## src/rtl/regfile_reader_pkg.sv

```systemverilog
// Shared types and sizing for the regfile burst reader.
// The state encoding is fixed at two bits so it can be decoded from a debug bus.
package regfile_reader_pkg;

   localparam int unsigned ADDR_NBITS = 2;
   localparam int unsigned NUM_REGS   = 2 ** ADDR_NBITS;

   typedef enum logic [1:0] {
      ST_IDLE = 2'd0,
      ST_LOAD = 2'd1,
      ST_SEND = 2'd2,
      ST_DONE = 2'd3
   } state_e;

endpackage

```

## src/rtl/regfile_reader_ctr.sv

```systemverilog
// Loadable wrapping address counter paired with a remaining-word counter.
// The count is clamped on load so a burst never reads a register twice.
module regfile_reader_ctr
   import regfile_reader_pkg::*;
#(
   parameter int unsigned p_addr_nbits = ADDR_NBITS
) (
   input  logic                    clk,
   input  logic                    rst,
   input  logic                    load_i,
   input  logic                    dec_i,
   input  logic [p_addr_nbits-1:0] base_i,
   input  logic [p_addr_nbits:0]   count_i,
   output logic [p_addr_nbits-1:0] addr_o,
   output logic [p_addr_nbits:0]   remain_o
);

   localparam logic [p_addr_nbits:0] c_num_regs = {1'b1, {p_addr_nbits{1'b0}}};

   logic [p_addr_nbits-1:0] addr_q, addr_d;
   logic [p_addr_nbits:0]   remain_q, remain_d;

   // Next-state: load wins over decrement; the address wraps naturally at its width.
   always_comb begin
      addr_d   = addr_q;
      remain_d = remain_q;
      if (load_i) begin
         addr_d   = base_i;
         remain_d = (count_i > c_num_regs) ? c_num_regs : count_i;
      end else if (dec_i) begin
         addr_d   = addr_q + p_addr_nbits'(1);
         remain_d = remain_q - (p_addr_nbits + 1)'(1);
      end else begin
         addr_d   = addr_q;
         remain_d = remain_q;
      end
   end

   // Counter state registers.
   always_ff @(posedge clk or posedge rst) begin
      if (rst) begin
         addr_q   <= {p_addr_nbits{1'b0}};
         remain_q <= {(p_addr_nbits + 1){1'b0}};
      end else begin
         addr_q   <= addr_d;
         remain_q <= remain_d;
      end
   end

   assign addr_o   = addr_q;
   assign remain_o = remain_q;

endmodule

```

## src/rtl/regfile_burst_reader.sv

```systemverilog
// Streams a contiguous, wrapping range of regfile words out on a valid/ready port.
// Each word is snapshotted in LOAD and held untouched until the consumer takes it.
module regfile_burst_reader
   import regfile_reader_pkg::*;
#(
   parameter int unsigned p_data_nbits = 4,
   parameter int unsigned p_addr_nbits = ADDR_NBITS
) (
   input  logic                    clk,
   input  logic                    rst,
   input  logic                    start,
   input  logic [p_addr_nbits-1:0] base,
   input  logic [p_addr_nbits:0]   count,
   output logic [p_addr_nbits-1:0] rf_raddr,
   input  logic [p_data_nbits-1:0] rf_rdata,
   output logic                    out_val,
   input  logic                    out_rdy,
   output logic [p_data_nbits-1:0] out_data,
   output logic [p_addr_nbits-1:0] out_addr,
   output logic                    busy,
   output logic                    done
);

   localparam logic [p_addr_nbits:0] c_zero_count = {(p_addr_nbits + 1){1'b0}};

   state_e                  state_q;
   logic                    out_val_q;
   logic [p_data_nbits-1:0] out_data_q;
   logic [p_addr_nbits-1:0] out_addr_q;
   logic                    busy_q;
   logic                    done_q;

   logic                    load_s;
   logic                    dec_s;
   logic [p_addr_nbits-1:0] cur_addr_s;
   logic [p_addr_nbits:0]   remain_s;

   assign load_s = (state_q == ST_IDLE) && start;
   assign dec_s  = (state_q == ST_LOAD);

   regfile_reader_ctr #(
      .p_addr_nbits (p_addr_nbits)
   ) u_ctr (
      .clk      (clk),
      .rst      (rst),
      .load_i   (load_s),
      .dec_i    (dec_s),
      .base_i   (base),
      .count_i  (count),
      .addr_o   (cur_addr_s),
      .remain_o (remain_s)
   );

   // Burst FSM with the output buffer; remain_s is already decremented by the time SEND decides.
   always_ff @(posedge clk or posedge rst) begin
      if (rst) begin
         state_q    <= ST_IDLE;
         out_val_q  <= 1'b0;
         out_data_q <= {p_data_nbits{1'b0}};
         out_addr_q <= {p_addr_nbits{1'b0}};
         busy_q     <= 1'b0;
         done_q     <= 1'b0;
      end else begin
         done_q <= 1'b0;
         case (state_q)
            ST_IDLE: begin
               if (start) begin
                  busy_q  <= 1'b1;
                  state_q <= (count == c_zero_count) ? ST_DONE : ST_LOAD;
               end
            end
            ST_LOAD: begin
               out_data_q <= rf_rdata;
               out_addr_q <= cur_addr_s;
               out_val_q  <= 1'b1;
               state_q    <= ST_SEND;
            end
            ST_SEND: begin
               if (out_rdy) begin
                  out_val_q <= 1'b0;
                  state_q   <= (remain_s != c_zero_count) ? ST_LOAD : ST_DONE;
               end
            end
            ST_DONE: begin
               done_q  <= 1'b1;
               busy_q  <= 1'b0;
               state_q <= ST_IDLE;
            end
            default: begin
               out_val_q <= 1'b0;
               busy_q    <= 1'b0;
               state_q   <= ST_IDLE;
            end
         endcase
      end
   end

   assign rf_raddr = cur_addr_s;
   assign out_val  = out_val_q;
   assign out_data = out_data_q;
   assign out_addr = out_addr_q;
   assign busy     = busy_q;
   assign done     = done_q;

endmodule

```

## config.mk

```make
export PLATFORM = sky130hd
export DESIGN_NAME = regfile_burst_reader
export DESIGN_NICKNAME = d
export VERILOG_FILES = /design/src/rtl/regfile_reader_pkg.sv /design/src/rtl/regfile_reader_ctr.sv /design/src/rtl/regfile_burst_reader.sv
export SDC_FILE = /design/constraint.sdc
export NUM_CORES = 1
export LEC_CHECK = 0
export CAP_MARGIN = 20
export CELL_PAD_IN_SITES_DETAIL_PLACEMENT = 1
export CELL_PAD_IN_SITES_GLOBAL_PLACEMENT = 1
export CORE_UTILIZATION = 37
export CTS_CLUSTER_SIZE = 30
export DETAILED_ROUTE_END_ITERATION = 8
export GPL_TIMING_DRIVEN = 0
export PLACE_DENSITY = 0.78
export SLEW_MARGIN = 20
export SYNTH_ARGS = -nofsm -noshare
export SYNTH_HDL_FRONTEND = slang
export SYNTH_SLANG_ARGS = --single-unit
```

## constraint.sdc

```tcl
create_clock -name clk -period 3.6 [get_ports clk]
set_input_delay 0.54 -clock clk [delete_from_list [all_inputs] [get_ports clk]]
set_output_delay 0.54 -clock clk [all_outputs]
set_load 0.02 [all_outputs]
```

* After elaboration in Yosys (flattened, before gate mapping)
Cells that the tools add are included.
** Word-level totals
- Flip-flop bits (word level) :: 16
- Input port bits :: 13
- Output and inout bits :: 11
- Word-level logic and storage cells :: 41
** Cells by class
- $add $sub $neg :: 2
- Magnitude comparators :: 1
- Equal/unequal tests :: 5
- Mux-type cells :: 15
- Reductions and logical operators :: 10
** Operators with widths (number)
- 2-bit two-way mux :: 6
- 3-bit two-way mux :: 3
- 2-bit case mux with 4 select lines :: 1
- 2-bit AND reduction :: 3
- 2-bit nonzero test :: 3
- 2-bit equality test (second input constant) :: 2
- 2-bit inequality test (second input constant) :: 2
- 1-bit case mux with 2 select lines :: 2
- 3-bit greater-than comparator (second input constant) :: 1
- 3-bit logical NOT :: 1
- 1-bit two-way mux :: 3
- 3-bit nonzero test :: 1
- 3-bit by 1-bit subtractor with 3-bit output (second input constant) :: 1
- 2-bit by 1-bit adder with 2-bit output (second input constant) :: 1
- 2-bit by 1-bit equality test with 1-bit output (second input constant) :: 1
- 2-bit logical NOT :: 1
- 1-bit logical AND :: 1

* Longest topological paths before layout
- Depth after elaboration :: 4
- Depth in mapped cells :: 5
- Depth with buffers taken out :: 5

* Modules after synthesis
Synthesis repeated with hierarchy kept, for this count alone.
** Unflattened totals
- Cells, all modules :: 63
- Area total of the unflattened synthesis :: 780.7 um^2
** Modules (own cells, without submodules)
- regfile_burst_reader :: times used 1, cells each 34, area an instance 484.2 um^2, seq. area each 275.3 um^2
- regfile_reader_ctr :: times used 1, cells each 29, area an instance 296.5 um^2, seq. area each 125.1 um^2

* Worst setup path before layout
OpenSTA, ideal clock, no wires.
- Path type :: input -> register
- Start :: input port count[2]
- End :: register state_q[1]
- Library setup time :: 0.087 ns
- Arrival time :: 1.082 ns
- Data required time :: 3.513 ns
- Path slack :: 2.430 ns
- Stages :: 3
- Buffers on the path :: 0
- Cell sequence :: nand2b_1 > or3_1 > a22oi_1
** On the way
- Word-level cells in the longest chain between the ends :: 4
** RTL lines
- start: declaration :: line regfile_burst_reader.sv:13 : input logic [p_addr_nbits:0] count,
- 3-bit logical NOT :: line regfile_burst_reader.sv:69 : state_q <= (count == c_zero_count) ? ST_DONE : ST_LOAD;
- 2-bit two-way mux :: line regfile_burst_reader.sv:69
- 2-bit two-way mux :: line regfile_burst_reader.sv:67 : if (start) begin
- 2-bit case mux with 4 select lines :: line regfile_burst_reader.sv:65 : case (state_q)
- end signal: assignment :: line regfile_burst_reader.sv:69
- end signal: assignment :: line regfile_burst_reader.sv:81 : state_q <= (remain_s != c_zero_count) ? ST_LOAD : ST_DONE;
- end: declaration :: line regfile_burst_reader.sv:26 : state_e state_q;
No other way between the ends. The select of a mux whose other input is x is not followed.
A chain may end at the register's enable or synchronous reset.

* Worst setup path after layout
- Start :: register u_ctr.addr_q[1], in the netlist u_ctr.addr_o[1]
- End :: output port rf_raddr[1]
** RTL lines
- start: declaration :: line regfile_reader_ctr.sv:20 : logic [p_addr_nbits-1:0] addr_q, addr_d;
- start signal: assignment :: line regfile_reader_ctr.sv:42 : addr_q <= {p_addr_nbits{1'b0}};
- start signal: assignment :: line regfile_reader_ctr.sv:45 : addr_q <= addr_d;
- end: declaration :: line regfile_burst_reader.sv:14 : output logic [p_addr_nbits-1:0] rf_raddr,
No word-level cell between the ends.

==> impl_metrics.json <==
{
  "status": "complete, no violations",
  "crit_buf_inv": 1,
  "power_switching_uw": 395,
  "tightest_slew_ns": 0.628,
  "antenna_cells": 0,
  "skew_ns": 0.00833,
  "drt_wl_total_um": 1880,
  "fin_crit_sh_pct": 52.5,
  "crit_fanout": 5,
  "die_w_um": 48.2,
  "worstSetupStartpointType": "flip-flop",
  "post_synth.cell_area_avg_um2": 11.6,
  "grt_pass1_wl_um": 2880,
  "port_buffers": 23,
  "final_common_cell": "clkdlybuf4s50_1",
  "crit_chain": "clkdlybuf4s50_1",
  "p_int_uw": 633,
  "cts_inserted_buffers": 3,
  "setup-tns-final_ns": 0,
  "clock_path_buffers": 2,
  "area_growth_pct": 38.0,
  "cp-end-kind": "output port",
  "cts_setup_buffers": 0,
  "cts_tree": "yes",
  "syn_inst": 68,
  "drt_pre_antenna_iters": 2,
  "globalRoute.totalOverflow": 0,
  "relSlewSlack_pct": 58.1,
  "max-vdd-ir-drop_uv": 361,
  "ioPinCount": 24,
  "cts_sinks": 16,
  "p_seq_share_pct": 32.1,
  "register_area_um2": 400,
  "power_density_nw_per_um2": 942,
  "ant_nets": 0,
  "synth_area_um2": 791,
  "nets": 111,
  "num_vias": 628,
  "ctsResizeCount": 0,
  "drive_gt1_share_pct": 15.8,
  "post-place-ws_ns": 1.70,
  "ys_seq_area_share_pct": 50.6,
  "grt_usage_pct": 19.1,
  "hold_viol_final": 0,
  "clkTransAtPathRegs_ns": 0.10,
  "min_path_cells": 1,
  "gp_congestion": 0.794,
  "row_count": 16,
  "wl_per_cell_um": 15.4,
  "whs_ns": 0.525,
  "ys_warn_count": 0,
  "rsz0062_at_grt": "false",
  "combPwrFrac_pct": 55.5,
  "grt_pass1_vias": 617,
  "power_leakage_nw": 0.486,
  "vias_per_cell": 5.15,
  "crit_arrival_ns": 1.35,
  "path_delay_family": "buffers and inverters",
  "cts_htree_levels": 1,
  "finalSetupViolCount": 0,
  "hold_buffers": 0,
  "root_buffer": "clkbuf_4",
  "drtIter0Drc": 4,
  "dieArea_um2": 2330,
  "ys_ff_latch": 16,
  "multi_input_comb_area_um2": 328,
  "start_util_pct": 39.9,
  "cpPeakStageDelay_ns": 0.63,
  "min_period_ns": 1.89,
  "grt_max_degree": 17,
  "place_area_um2": 1050,
  "fmax_ghz": 0.530,
  "dp_hpwl_um": 1380,
  "final-max-slew-violation-count": 0,
  "swShare_pct": 38.4,
  "ys_types": 26,
  "worstPathRequired_ns": 3.06,
  "die_h_um": 48.2,
  "fillers": 216,
  "maxCapViolations": 0,
  "drc_errors": 0,
  "clock_latency_ns": 0.30,
  "antenna_found_initial": 0,
  "path_class": "reg2out",
  "synth_nets": 83,
  "mostFrequentLayoutCells": "clkdlybuf4s50_1, dfrtp_1, inv_1, mux2_4, a21oi_1",
  "setup_ws_ns": 1.71,
  "hold_path_class": "reg2reg",
  "design_area_um2": 1090,
  "cp.depth": 1,
  "slowest_stage": "clkdlybuf4s50_1",
  "worst-r2r-cell-count": 4,
  "totalPowerFinal_mw": 1.03,
  "core_um2": 1980,
  "power.share.clock_pct": 12.4
}
## worst paths after layout
kind / end / slack (ns) / from
worst max-delay path: rf_raddr[1] / 1.71 / u_ctr.addr_o[1]$_DFFE_PP0P_
min in group asynchronous: done$_DFF_PP0_ / 0.60 / rst
worst min register to register: out_data[3]$_DFFE_PP0P_ / 0.53 / out_data[3]$_DFFE_PP0P_
worst min-delay path: out_data[3]$_DFFE_PP0P_ / 0.53 / out_data[3]$_DFFE_PP0P_
worst max register to register: out_data[1]$_DFFE_PP0P_ / 2.34 / state_q[0]$_DFFE_PP0P_
max in group asynchronous: out_data[3]$_DFFE_PP0P_ / 2.59 / rst
## final cells by class
| cell class | instances | share of cell area (%) |
|---|---|---|
| buffer | 4 | 2.98 |
| clock buffer | 4 | 3.33 |
| inverter | 8 | 2.75 |
| multi-input combinational | 40 | 30.0 |
| sequential | 16 | 36.7 |
| tap | 27 | 3.10 |
| timing repair buffer | 23 | 21.1 |
## per-layer routing
metal	track usage [%]	vias up	wire length (µm)
met5	0	-	0
met3	3.70	4	93
met1	23.7	307	814
li1	-	295	-
met4	10.0	0	31
met2	31.5	22	935
## sequential cells by signal, summed over array words and instances (netlist names)
register / flops
done: 1
busy: 1
out_data: 4
state_q: 2
u_ctr.addr_o: 2
out_val: 1
u_ctr.remain_o: 3
out_addr: 2
## power groups by stage
stage          logic, mW  clock network, mW  registers [mW]
2_1_floorplan      0.297                  0           0.398
3_3_place_gp       0.556                  0           0.324
3_5_place_dp       0.575                  0           0.335
4_1_cts            0.579              0.128           0.332
5_1_grt            0.630              0.134           0.342
6_report           0.571              0.127           0.330
## through the flow
stage / instances / utilization [%]
after floorplan: 68 / -
after global placement: 118 / 53.2
after detailed placement: 118 / 53.2
after CTS: 122 / 55.1
after global routing: 122 / 55.1
final: 122 / 55.1
## cells in the mapped netlist
cell type / number / area share (%)
o22a_1: 1 / 1.1
mux2_4: 6 / 11
a21o_1: 1 / 0.95
and2_1: 1 / 0.79
nor2_1: 1 / 0.47
ha_1: 2 / 3.2
inv_1: 8 / 3.8
a22oi_1: 1 / 0.95
buf_6: 2 / 2.8
nand2_1: 1 / 0.47
or3_1: 1 / 0.79
o21ai_0: 3 / 1.9
o21ai_1: 1 / 0.63
o32a_1: 1 / 1.3
nor2b_1: 1 / 0.79
a21oi_1: 6 / 3.8
o21ba_2: 1 / 1.3
buf_2: 2 / 1.3
o31a_1: 1 / 1.1
o32ai_1: 2 / 2.2
mux2i_1: 1 / 1.3
nand3b_1: 2 / 1.9
nand2b_1: 3 / 2.4
nor4bb_1: 1 / 1.3
dfrtp_1: 16 / 51
o22ai_1: 2 / 1.6
## cells by family after synthesis
| kind of cell | Yosys count | share of synthesized area (%) |
|---|---|---|
| buffers and inverters | 12 | 7.91 |
| flip-flops | 16 | 50.6 |
| AO/OA/AOI/OAI | 20 | 16.8 |
| multiplexers | 7 | 12.7 |
| AND/OR/NAND/NOR | 11 | 8.86 |
| adder cells (fa/ha/maj) | 2 | 3.16 |
No activity file was read; power rests on OpenSTA's default activity.
==> RTL change: new RTL, same settings <==
The 4 states of `state_e` get a one-hot encoding in 4 bits.
--- a/src/rtl/regfile_reader_pkg.sv
+++ b/src/rtl/regfile_reader_pkg.sv
@@ -7,7 +7,7 @@
 
-   typedef enum logic [1:0] {
-      ST_IDLE = 2'd0,
-      ST_LOAD = 2'd1,
-      ST_SEND = 2'd2,
-      ST_DONE = 2'd3
+   typedef enum logic [3:0] {
+      ST_IDLE = 4'b0001,
+      ST_LOAD = 4'b0010,
+      ST_SEND = 4'b0100,
+      ST_DONE = 4'b1000
    } state_e;
Check against the original RTL: no difference found for any inputs over 10 cycles, from zero or initial values and one cycle with rst high; not proved beyond that.
==> RTL change against the unedited design <==
Combinational power decreased by 7.9%; wire length up 21%; sequential cell count is 2 higher; area after synthesis rose by 23%; maximum frequency shrank 2.2%; worst setup slack got worse by 0.042 ns; cell area rose by 17%; total power shrank 3.4%; critical path type unchanged; critical endpoint is now rf_raddr[0].
==> RTL change: results (changes against the unedited design) <==
** Logic synthesis
- Mux cell area share after synthesis :: 2.19% (was 12.7%)
- Ranking of synthesized cells by area: dfrtp_1 44%, nand2_1 7.7%, nor4b_4 4.9% (was dfrtp_1 51%, mux2_4 11%, a21oi_1 3.8%).
- Distinct cell type count after synthesis :: 36 (was 26)
- Most instantiated cells after synthesis: 20 x nand2_1, 17 x dfrtp_1, 6 x inv_1 (was 16 x dfrtp_1, 8 x inv_1, 6 x a21oi_1, 6 x mux2_4).
- Compound-Gate Fraction of Synth Area :: 9.78% (was 16.8%)
- The sequential area share after synthesis came to 46.5% (was 50.6%).
- The share of the synthesized netlist area taken by xor and xnor gates came to 1.80% (was 0%).
- Fraction of the mapped netlist area in adder cells :: 2.57% (was 3.16%)
- The post-synthesis cell count was 92 (was 68).
- Nets in the synthesized netlist :: 107 (was 83)

** Cells and area
- Final layout net count :: 135 (was 111)
- Layout filler cell count :: 290 (was 216)
- Non-filler cells in the finished layout :: 149 (was 122)
- Share of cells above drive strength 1 :: 15.1% (was 15.8%)

** Critical path
- Data arrival time of the critical path :: 1.39 ns (was 1.35 ns)

** GRT
- Overall global routing resource usage :: 18.4% (was 19.1%)
- The via count of the first global-routing pass is 789 (was 617).
- Largest net degree at the start of global routing :: 19 (was 17)
- The wire length of the first global-routing pass is 3660 µm (was 2880 µm).

** STA
- Layout Skew :: 0.00542 ns (was 0.00833 ns)

** Power
- The sequential cell fraction of total power is 34.6% (was 32.1%).
- The switching power of the nets was 0.387 mW (was 0.395 mW).
- The standby leakage power came to 0.568 nW (was 0.486 nW).
- Portion of total power attributed to combinational logic :: 52.9% (was 55.5%)

** Placed design
- The cell area after placement was 1240 µm² (was 1050 µm²).
- The global placer's final weighted congestion was 0.789 (was 0.794).
- Detailed-placement wirelength estimate :: 1660 µm (was 1380 µm)

** Outcome
- Outcome :: complete, no violations (unchanged)

** Die
- The number of placement rows was 18 (was 16).

** Route
- Number of violations reported at the end of detailed-routing iteration 0 :: 10 (was 4)
- The total wire length came to 2270 µm (was 1880 µm).
- The detailed-router iteration count before antenna repair was 4 (was 2).
==> RTL change: changes by cell type after synthesis, moves of 3 or more <==
| cell | change |
|---|---|
| nand2_1 | +19 |
| nor2b_1 | +3 |
| mux2_4 | -6 |
| nor3_1 | +4 |
| a21oi_1 | -4 |
| nand2b_1 | -3 |
==> RTL change: metrics by stage <==
stage | utilization, % | setup WS, ns
after floorplan | - | 2.10
after global routing | 51.5 | 1.63
after CTS | 51.5 | 1.67
final | 51.5 | 1.67
after detailed placement | 50.1 | 1.51
after global placement | 50.1 | 1.55
==> RTL change: final cells by class <==
cell class	instances	area share (%)
sequential	18	35.4
multi-input combinational	62	35.3
timing repair buffer	23	18.0
buffer	6	3.73
tap	30	2.94
clock buffer	4	2.84
inverter	6	1.76
==> RTL change: layer usage <==
metal / vias to the layer above / global-route usage, % / wire length [µm]
li1: 375 / - / -
met1: 393 / 21.7 / 1000
met2: 14 / 31.9 / 1190
met3: 2 / 3.16 / 68
met4: 0 / 8.33 / 13
met5: - / 0 / 0
==> RTL change: path summary, 6_finish.rpt <==
| check | start | to | slack (ns) | cells after the start |
|---|---|---|---|---|
| min | out_data[0]$_DFFE_PP0P_ | out_data[0]$_DFFE_PP0P_ | 0.49 | 2 |
| max | u_ctr.addr_o[0]$_DFFE_PP0P_ | rf_raddr[0] | 1.67 | 1 |
| min reg2reg | out_data[0]$_DFFE_PP0P_ | out_data[0]$_DFFE_PP0P_ | 0.49 | 2 |
| max in group asynchronous | rst | out_data[2]$_DFFE_PP0P_ | 2.51 | 2 |
| max reg2reg | state_q[0]$_DFFE_PP1P_ | u_ctr.remain_o[2]$_DFFE_PP0P_ | 1.90 | 4 |
| min in group asynchronous | rst | state_q[1]$_DFFE_PP0P_ | 0.65 | 2 |
